===== config.mk =====
export PLATFORM = sky130hd
export DESIGN_NAME = jt51_wrq_flat
export DESIGN_NICKNAME = d
export VERILOG_FILES = /design/src/rtl/jt51_wrq_if.sv /design/src/rtl/jt51_wrq.sv /design/src/flat_wrapper.sv
export SDC_FILE = /design/constraint.sdc
export NUM_CORES = 1
export LEC_CHECK = 0
export ABC_CLOCK_PERIOD_IN_PS = 3050
export CAP_MARGIN = 20
export CORE_ASPECT_RATIO = 0.6
export CORE_MARGIN = 3
export CORE_UTILIZATION = 45
export DETAILED_ROUTE_END_ITERATION = 16
export DONT_BUFFER_PORTS = 1
export PLACE_DENSITY_LB_ADDON = 0.15
export REMOVE_ABC_BUFFERS = 1
export SLEW_MARGIN = 20
export SYNTH_ARGS = -nofsm -noshare
export SYNTH_HDL_FRONTEND = slang
export SYNTH_SLANG_ARGS = --single-unit
export TNS_END_PERCENT = 50

===== constraint.sdc =====
create_clock -name clk -period 3.05 [get_ports clk]
set_input_delay 0.4575 -clock clk [delete_from_list [all_inputs] [get_ports clk]]
set_output_delay 0.4575 -clock clk [all_outputs]
set_load 0.02 [all_outputs]

===== src/rtl/jt51_wrq_if.sv =====
// Host/register-block signal bundle for jt51_wrq.
// master = environment (host plus register block), slave = the write queue.
interface jt51_wrq_if #(
    parameter int AW = 4
);
    logic          push;
    logic [7:0]    push_addr;
    logic [7:0]    push_data;
    logic          full;
    logic          empty;
    logic [AW:0]   level;
    logic          ovf;
    logic          ovf_clr;
    logic          idle;
    logic          write;
    logic          a0;
    logic [7:0]    dout;
    logic          busy;

    modport master (
        output push, push_addr, push_data, ovf_clr, busy,
        input  full, empty, level, ovf, idle, write, a0, dout
    );

    modport slave (
        input  push, push_addr, push_data, ovf_clr, busy,
        output full, empty, level, ovf, idle, write, a0, dout
    );
endinterface


===== src/rtl/jt51_wrq.sv =====
// JT51 host write queue: buffers (addr, data) writes and replays them as paced
// address/data strobes. Optional address-repeat skipping via JT51_WRQ_ADDRSKIP_EN.
module jt51_wrq #(
    parameter int AW = 4
) (
    input  logic        clk,
    input  logic        rst,
    jt51_wrq_if.slave   bus
);
    localparam int          DEPTH   = 1 << AW;
    localparam logic [AW:0] PTR_ONE = {{AW{1'b0}}, 1'b1};

    typedef enum logic [2:0] {
        S_IDLE,
        S_ADDR,
        S_GAP,
        S_DATA,
        S_HOLD,
        S_WAIT
    } state_t;

    logic [15:0] mem_q [DEPTH];
    logic [AW:0] wr_ptr_q, wr_ptr_d;
    logic [AW:0] rd_ptr_q, rd_ptr_d;
    logic [7:0]  cur_addr_q, cur_addr_d;
    logic [7:0]  cur_data_q, cur_data_d;
    state_t      state_q, state_d;
    logic        write_q, write_d;
    logic        a0_q, a0_d;
    logic [7:0]  dout_q, dout_d;
    logic        ovf_q, ovf_d;

    logic        full;
    logic        empty;
    logic        push_ok;
    logic        skip_addr;
    logic [15:0] head;

    assign full    = (wr_ptr_q[AW] != rd_ptr_q[AW]) &&
                     (wr_ptr_q[AW-1:0] == rd_ptr_q[AW-1:0]);
    assign empty   = (wr_ptr_q == rd_ptr_q);
    assign push_ok = bus.push && !full;

    // Head is read combinationally so an entry pushed at edge n pops at edge n+1.
    assign head = mem_q[rd_ptr_q[AW-1:0]];

    always_ff @(posedge clk) begin
        if (push_ok) begin
            mem_q[wr_ptr_q[AW-1:0]] <= {bus.push_addr, bus.push_data};
        end
    end

`ifdef JT51_WRQ_ADDRSKIP_EN
    logic [7:0] last_addr_q;
    logic       last_valid_q;

    always_ff @(posedge clk) begin
        if (rst) begin
            last_addr_q  <= 8'h00;
            last_valid_q <= 1'b0;
        end else if (state_q == S_ADDR) begin
            last_addr_q  <= cur_addr_q;
            last_valid_q <= 1'b1;
        end
    end

    assign skip_addr = last_valid_q && (head[15:8] == last_addr_q);
`else
    assign skip_addr = 1'b0;
`endif

    always_comb begin
        wr_ptr_d = wr_ptr_q;
        if (push_ok) begin
            wr_ptr_d = wr_ptr_q + PTR_ONE;
        end
        // A dropped push wins over a same-cycle clear.
        ovf_d = ovf_q;
        if (bus.push && full) begin
            ovf_d = 1'b1;
        end else if (bus.ovf_clr) begin
            ovf_d = 1'b0;
        end
    end

    always_comb begin
        state_d    = state_q;
        rd_ptr_d   = rd_ptr_q;
        cur_addr_d = cur_addr_q;
        cur_data_d = cur_data_q;
        unique case (state_q)
            S_IDLE: begin
                if (!empty) begin
                    rd_ptr_d   = rd_ptr_q + PTR_ONE;
                    cur_addr_d = head[15:8];
                    cur_data_d = head[7:0];
                    state_d    = skip_addr ? S_GAP : S_ADDR;
                end
            end
            S_ADDR: state_d = S_GAP;
            S_GAP: begin
                if (!bus.busy) begin
                    state_d = S_DATA;
                end
            end
            S_DATA: state_d = S_HOLD;
            S_HOLD: begin
                if (bus.busy) begin
                    state_d = S_WAIT;
                end
            end
            S_WAIT: begin
                if (!bus.busy) begin
                    state_d = S_IDLE;
                end
            end
            default: state_d = S_IDLE;
        endcase
    end

    // Strobe outputs are registered one cycle behind the state that requests them.
    always_comb begin
        write_d = 1'b0;
        a0_d    = a0_q;
        dout_d  = dout_q;
        if (state_q == S_ADDR) begin
            write_d = 1'b1;
            a0_d    = 1'b0;
            dout_d  = cur_addr_q;
        end else if (state_q == S_DATA) begin
            write_d = 1'b1;
            a0_d    = 1'b1;
            dout_d  = cur_data_q;
        end
    end

    always_ff @(posedge clk) begin
        if (rst) begin
            wr_ptr_q   <= '0;
            rd_ptr_q   <= '0;
            cur_addr_q <= 8'h00;
            cur_data_q <= 8'h00;
            state_q    <= S_IDLE;
            write_q    <= 1'b0;
            a0_q       <= 1'b0;
            dout_q     <= 8'h00;
            ovf_q      <= 1'b0;
        end else begin
            wr_ptr_q   <= wr_ptr_d;
            rd_ptr_q   <= rd_ptr_d;
            cur_addr_q <= cur_addr_d;
            cur_data_q <= cur_data_d;
            state_q    <= state_d;
            write_q    <= write_d;
            a0_q       <= a0_d;
            dout_q     <= dout_d;
            ovf_q      <= ovf_d;
        end
    end

    assign bus.full  = full;
    assign bus.empty = empty;
    assign bus.level = wr_ptr_q - rd_ptr_q;
    assign bus.ovf   = ovf_q;
    assign bus.idle  = empty && (state_q == S_IDLE);
    assign bus.write = write_q;
    assign bus.a0    = a0_q;
    assign bus.dout  = dout_q;
endmodule


===== src/flat_wrapper.sv =====
// flat-port wrapper written by rule: the top's interface ports become plain ports
module jt51_wrq_flat 
#(
    parameter int AW = 4
)
  (clk, rst, bus_push, bus_push_addr, bus_push_data, bus_ovf_clr, bus_busy, bus_full, bus_empty, bus_level, bus_ovf, bus_idle, bus_write, bus_a0, bus_dout);
  jt51_wrq_if #(.AW(AW)) bus_i ();
  input  logic clk;
  input  logic rst;
  input wire logic [$bits(bus_i.push)-1:0] bus_push;
  input wire logic [$bits(bus_i.push_addr)-1:0] bus_push_addr;
  input wire logic [$bits(bus_i.push_data)-1:0] bus_push_data;
  input wire logic [$bits(bus_i.ovf_clr)-1:0] bus_ovf_clr;
  input wire logic [$bits(bus_i.busy)-1:0] bus_busy;
  output wire logic [$bits(bus_i.full)-1:0] bus_full;
  output wire logic [$bits(bus_i.empty)-1:0] bus_empty;
  output wire logic [$bits(bus_i.level)-1:0] bus_level;
  output wire logic [$bits(bus_i.ovf)-1:0] bus_ovf;
  output wire logic [$bits(bus_i.idle)-1:0] bus_idle;
  output wire logic [$bits(bus_i.write)-1:0] bus_write;
  output wire logic [$bits(bus_i.a0)-1:0] bus_a0;
  output wire logic [$bits(bus_i.dout)-1:0] bus_dout;
  assign bus_i.push = bus_push;
  assign bus_i.push_addr = bus_push_addr;
  assign bus_i.push_data = bus_push_data;
  assign bus_i.ovf_clr = bus_ovf_clr;
  assign bus_i.busy = bus_busy;
  assign bus_full = bus_i.full;
  assign bus_empty = bus_i.empty;
  assign bus_level = bus_i.level;
  assign bus_ovf = bus_i.ovf;
  assign bus_idle = bus_i.idle;
  assign bus_write = bus_i.write;
  assign bus_a0 = bus_i.a0;
  assign bus_dout = bus_i.dout;
  jt51_wrq #(.AW(AW)) u_core (.clk(clk), .rst(rst), .bus(bus_i));
endmodule

==> metrics <==
outcome complete, no violations; Max IR drop VDD around 0.49 mV; Initial Utilization 46.3%; Setup Viol. Count Final 0; critical path launch point type register; DP Worst Slack 0.527 ns; largest net degree at the start of global routing 100; CP max stage delay 0.40 ns; endpoint type of the worst setup path primary output; number of remaining DRC errors 0; global-route usage over all layers 18.7%; clk_lat worst skew 0.55 ns; worst min path class input pin to register; Max Clock Skew between 0.01 and 0.015 ns; largest family of logic cells by synthesized area multiplexers; arrival time worst endpoint around 2.4 ns; Pwr per Cell Area 764 mW/mm²; share of cells above drive strength 1 18.5%; final period utilization 93.5%; Reg2Reg Launch Point u_core.rd_ptr_q[3]; unrepaired setup endpoints after global routing no; Port-buffer cells 0; Layout area overhead 12.8%; drt pass-1 iters 5; cell row count 45; total CTS buffers 28; Final Hold Fails 0; hold endpoint u_core.bus.ovf; CTS root buf clkbuf_16; setup slack, reg-to-reg 0.46 ns; RR Endpoint u_core.mem_q[9][7]; die height 132 µm; WHS Path Cells 2; CTS clock-pin slew for the worst setup and hold paths ~0.070 ns; critical path's slowest cell fa_1; fraction of the mapped netlist area in simple logic gates 4.22%; first-pass GRT wire length around 40000 µm; crit path max fanout 5; num ports 40; Max-slew headroom between 30% and 40%; r2r worst-path depth 8; Synth area leader edfxtp_1; #FFs+latches synth 296; crit path cell chain inv_1, ha_1, inv_1, fa_1, a21o_1, a21oi_1, xnor2_1, buf_4; share of the synthesized area in the top cell type 64.9%; gr ovfl total 0; worst setup path startpoint u_core.wr_ptr_q[0]; Post-Syn Area 0.0118 mm²; total number of vias 6010; Via density 5.51; Total Wirelength 26300 µm; Mapped Cells 672; Synth Area in Adders 1.12%; xor/xnor share of the synthesized area 0.940%; Iteration-0 DRC Markers 512; DIE AREA 0.0284 mm²; WS Path Type register to primary output; vias in the first global route slightly above 6000; Tot Pwr 0.0102 W; LEAKAGE 4.24 nW; drt wl/cell 24.1 µm; initial antenna violation count 2; HP Start bus_push; core area approximately 0.026 mm²; post-cts resize count 0; min Tclk post-route 2.85 ns; Worst-Margin Slew 0.971 ns; RePlAce Congestion 0.771; sequential share of the synthesized area just over 70%; mux contribution to synthesized area 14.5%; Synth Area in Compound Gates 5.07%; crit-path most repeated cell inv_1; # Max-Cap Violations 0; synth top area cells edfxtp_1 65%, dfxtp_1 6.8%, mux2i_1 6.3%, mux4_1 4.4%, mux4_2 2.3%; number of library cell types mapped by synthesis 45; f_max 351 MHz; Synth warnings 0; Avg Inst Size Synth 17.6 µm²; fillers between 2000 and 2500; DP Wirelength 16700 µm; CTS sink cnt 296; Die X-Extent 215 µm; H-tree depth 1; Final #Nets 747; CTS tree done; ANT nets after route 0; max-slew violations 0; Max clock buf depth 3; PnR worst setup slack 0.198 ns; WP data required ~2.6 ns
## through the flow
step                      cells  setup TNS [ns]  area, µm²  utilization, %  hold slack [ns]
after global routing       1089               0      13400            52.2           0.0384
after CTS                  1089               0      13400            52.2           0.0349
after global placement     1021               0      12300            48.1            0.504
final                      1090               0      13400            52.2           0.0567
after floorplan             637         -806.46      11600               -            0.492
after detailed placement   1021               0      12300            48.1            0.514
## critical path, delay by kind of cell, from the launching register on
kind            cells  cell delay, ns
fa+ha+maj           2            0.56
xor+xnor            1            0.16
buf+inv             3            0.36
flops               1            0.37
compound gates      2            0.40
## how the worst max path moves through the flow
stage                     slack (ns)                 end  depth (start not counted)
after detailed placement        0.53  u_core.mem_q[9][6]                          8
after global routing            0.09        bus_level[4]                          8
after floorplan                -3.23  u_core.mem_q[0][0]                          6
final                           0.20        bus_level[4]                          8
after CTS                       0.19        bus_level[4]                          8
after global placement          0.59  u_core.mem_q[9][7]                          8
## Yosys cell counts (all sizes together)
library cell / n
ha: 9
mux2: 16
fa: 1
buf: 25
nand3: 2
o21ai: 6
o21a: 2
xnor2: 7
clkinv: 1
nand2b: 3
clkbuf: 10
o311ai: 1
or3b: 1
and2: 1
nor2b: 2
a21o: 2
nor3: 23
nand2: 24
inv: 7
dfxtp: 40
or4: 1
a21oi: 8
or3: 2
edfxtp: 256
xor2: 4
o22ai: 32
mux2i: 74
nor2: 49
a211oi: 24
nand3b: 2
mux4: 32
o211ai: 3
and3: 1
nand4: 1
## cells by family (layout without fill, tap and decap cells)
| family | after synthesis | count (layout) |
|---|---|---|
| XOR/XNOR | 11 | 11 |
| AO/OA/AOI/OAI | 78 | 78 |
| AND/OR/NAND/NOR | 112 | 112 |
| buffers and inverters | 43 | 108 |
| flip-flops | 296 | 296 |
| adder cells (fa/ha/maj) | 10 | 10 |
| multiplexers | 122 | 122 |
| other | 0 | 1 |
## cell usage in the layout (no fill, tap or decap), types with 8 or more instances in the layout
cell	count
mux2i_1	74
dlygate4sd3_1	16
buf_4	31
a21oi_1	8
nor2_1	45
nand2_1	24
a211oi_2	16
mux4_2	12
ha_1	9
edfxtp_1	256
dfxtp_1	39
o22ai_1	32
clkinv_2	11
mux2_2	16
clkbuf_16	29
nor3_1	19
mux4_1	20
a211oi_1	8
## where the power goes
part / switching [W] / internal (W)
registers: 0.000192 / 0.00459
clock network: 0.00146 / 0.00183
logic: 0.00124 / 0.000897
total: 0.00289 / 0.00732
## what timing repair did
action / CTS / global route
buffers inserted: 0 / 0
hold buffers: 17 / 0
endpoints found under the hold margin: 295 / 0
## state kept, by name (all words and copies together) (netlist names)
register           cells
u_core.bus.a0          1
u_core.bus.dout        8
u_core.bus.ovf         1
u_core.bus.write       1
u_core.cur_addr_q      8
u_core.cur_data_q      8
u_core.mem_q         256
u_core.rd_ptr_q        5
u_core.state_q         3
u_core.wr_ptr_q        5
## layer usage
metal	vias up	GRT usage, %	share of wire, %
met5	-	0	0.10
met4	4	3.48	1.6
met3	39	4.00	5.6
met2	126	26.6	42
met1	3081	29.7	51
li1	2760	-	-
## layout make-up
| type | instances | area (µm²) | share of cell area (%) |
|---|---|---|---|
| sequential | 296 | 8490 | 63.6 |
| antenna | 1 | 2.50 | 0.0187 |
| clock inverter | 14 | 71.3 | 0.534 |
| tap | 352 | 440 | 3.30 |
| inverter | 8 | 30.0 | 0.225 |
| clock buffer | 37 | 796 | 5.96 |
| timing repair buffer | 49 | 433 | 3.24 |
| multi-input combinational | 333 | 3090 | 23.1 |
No activity file was read; power rests on OpenSTA's default activity.
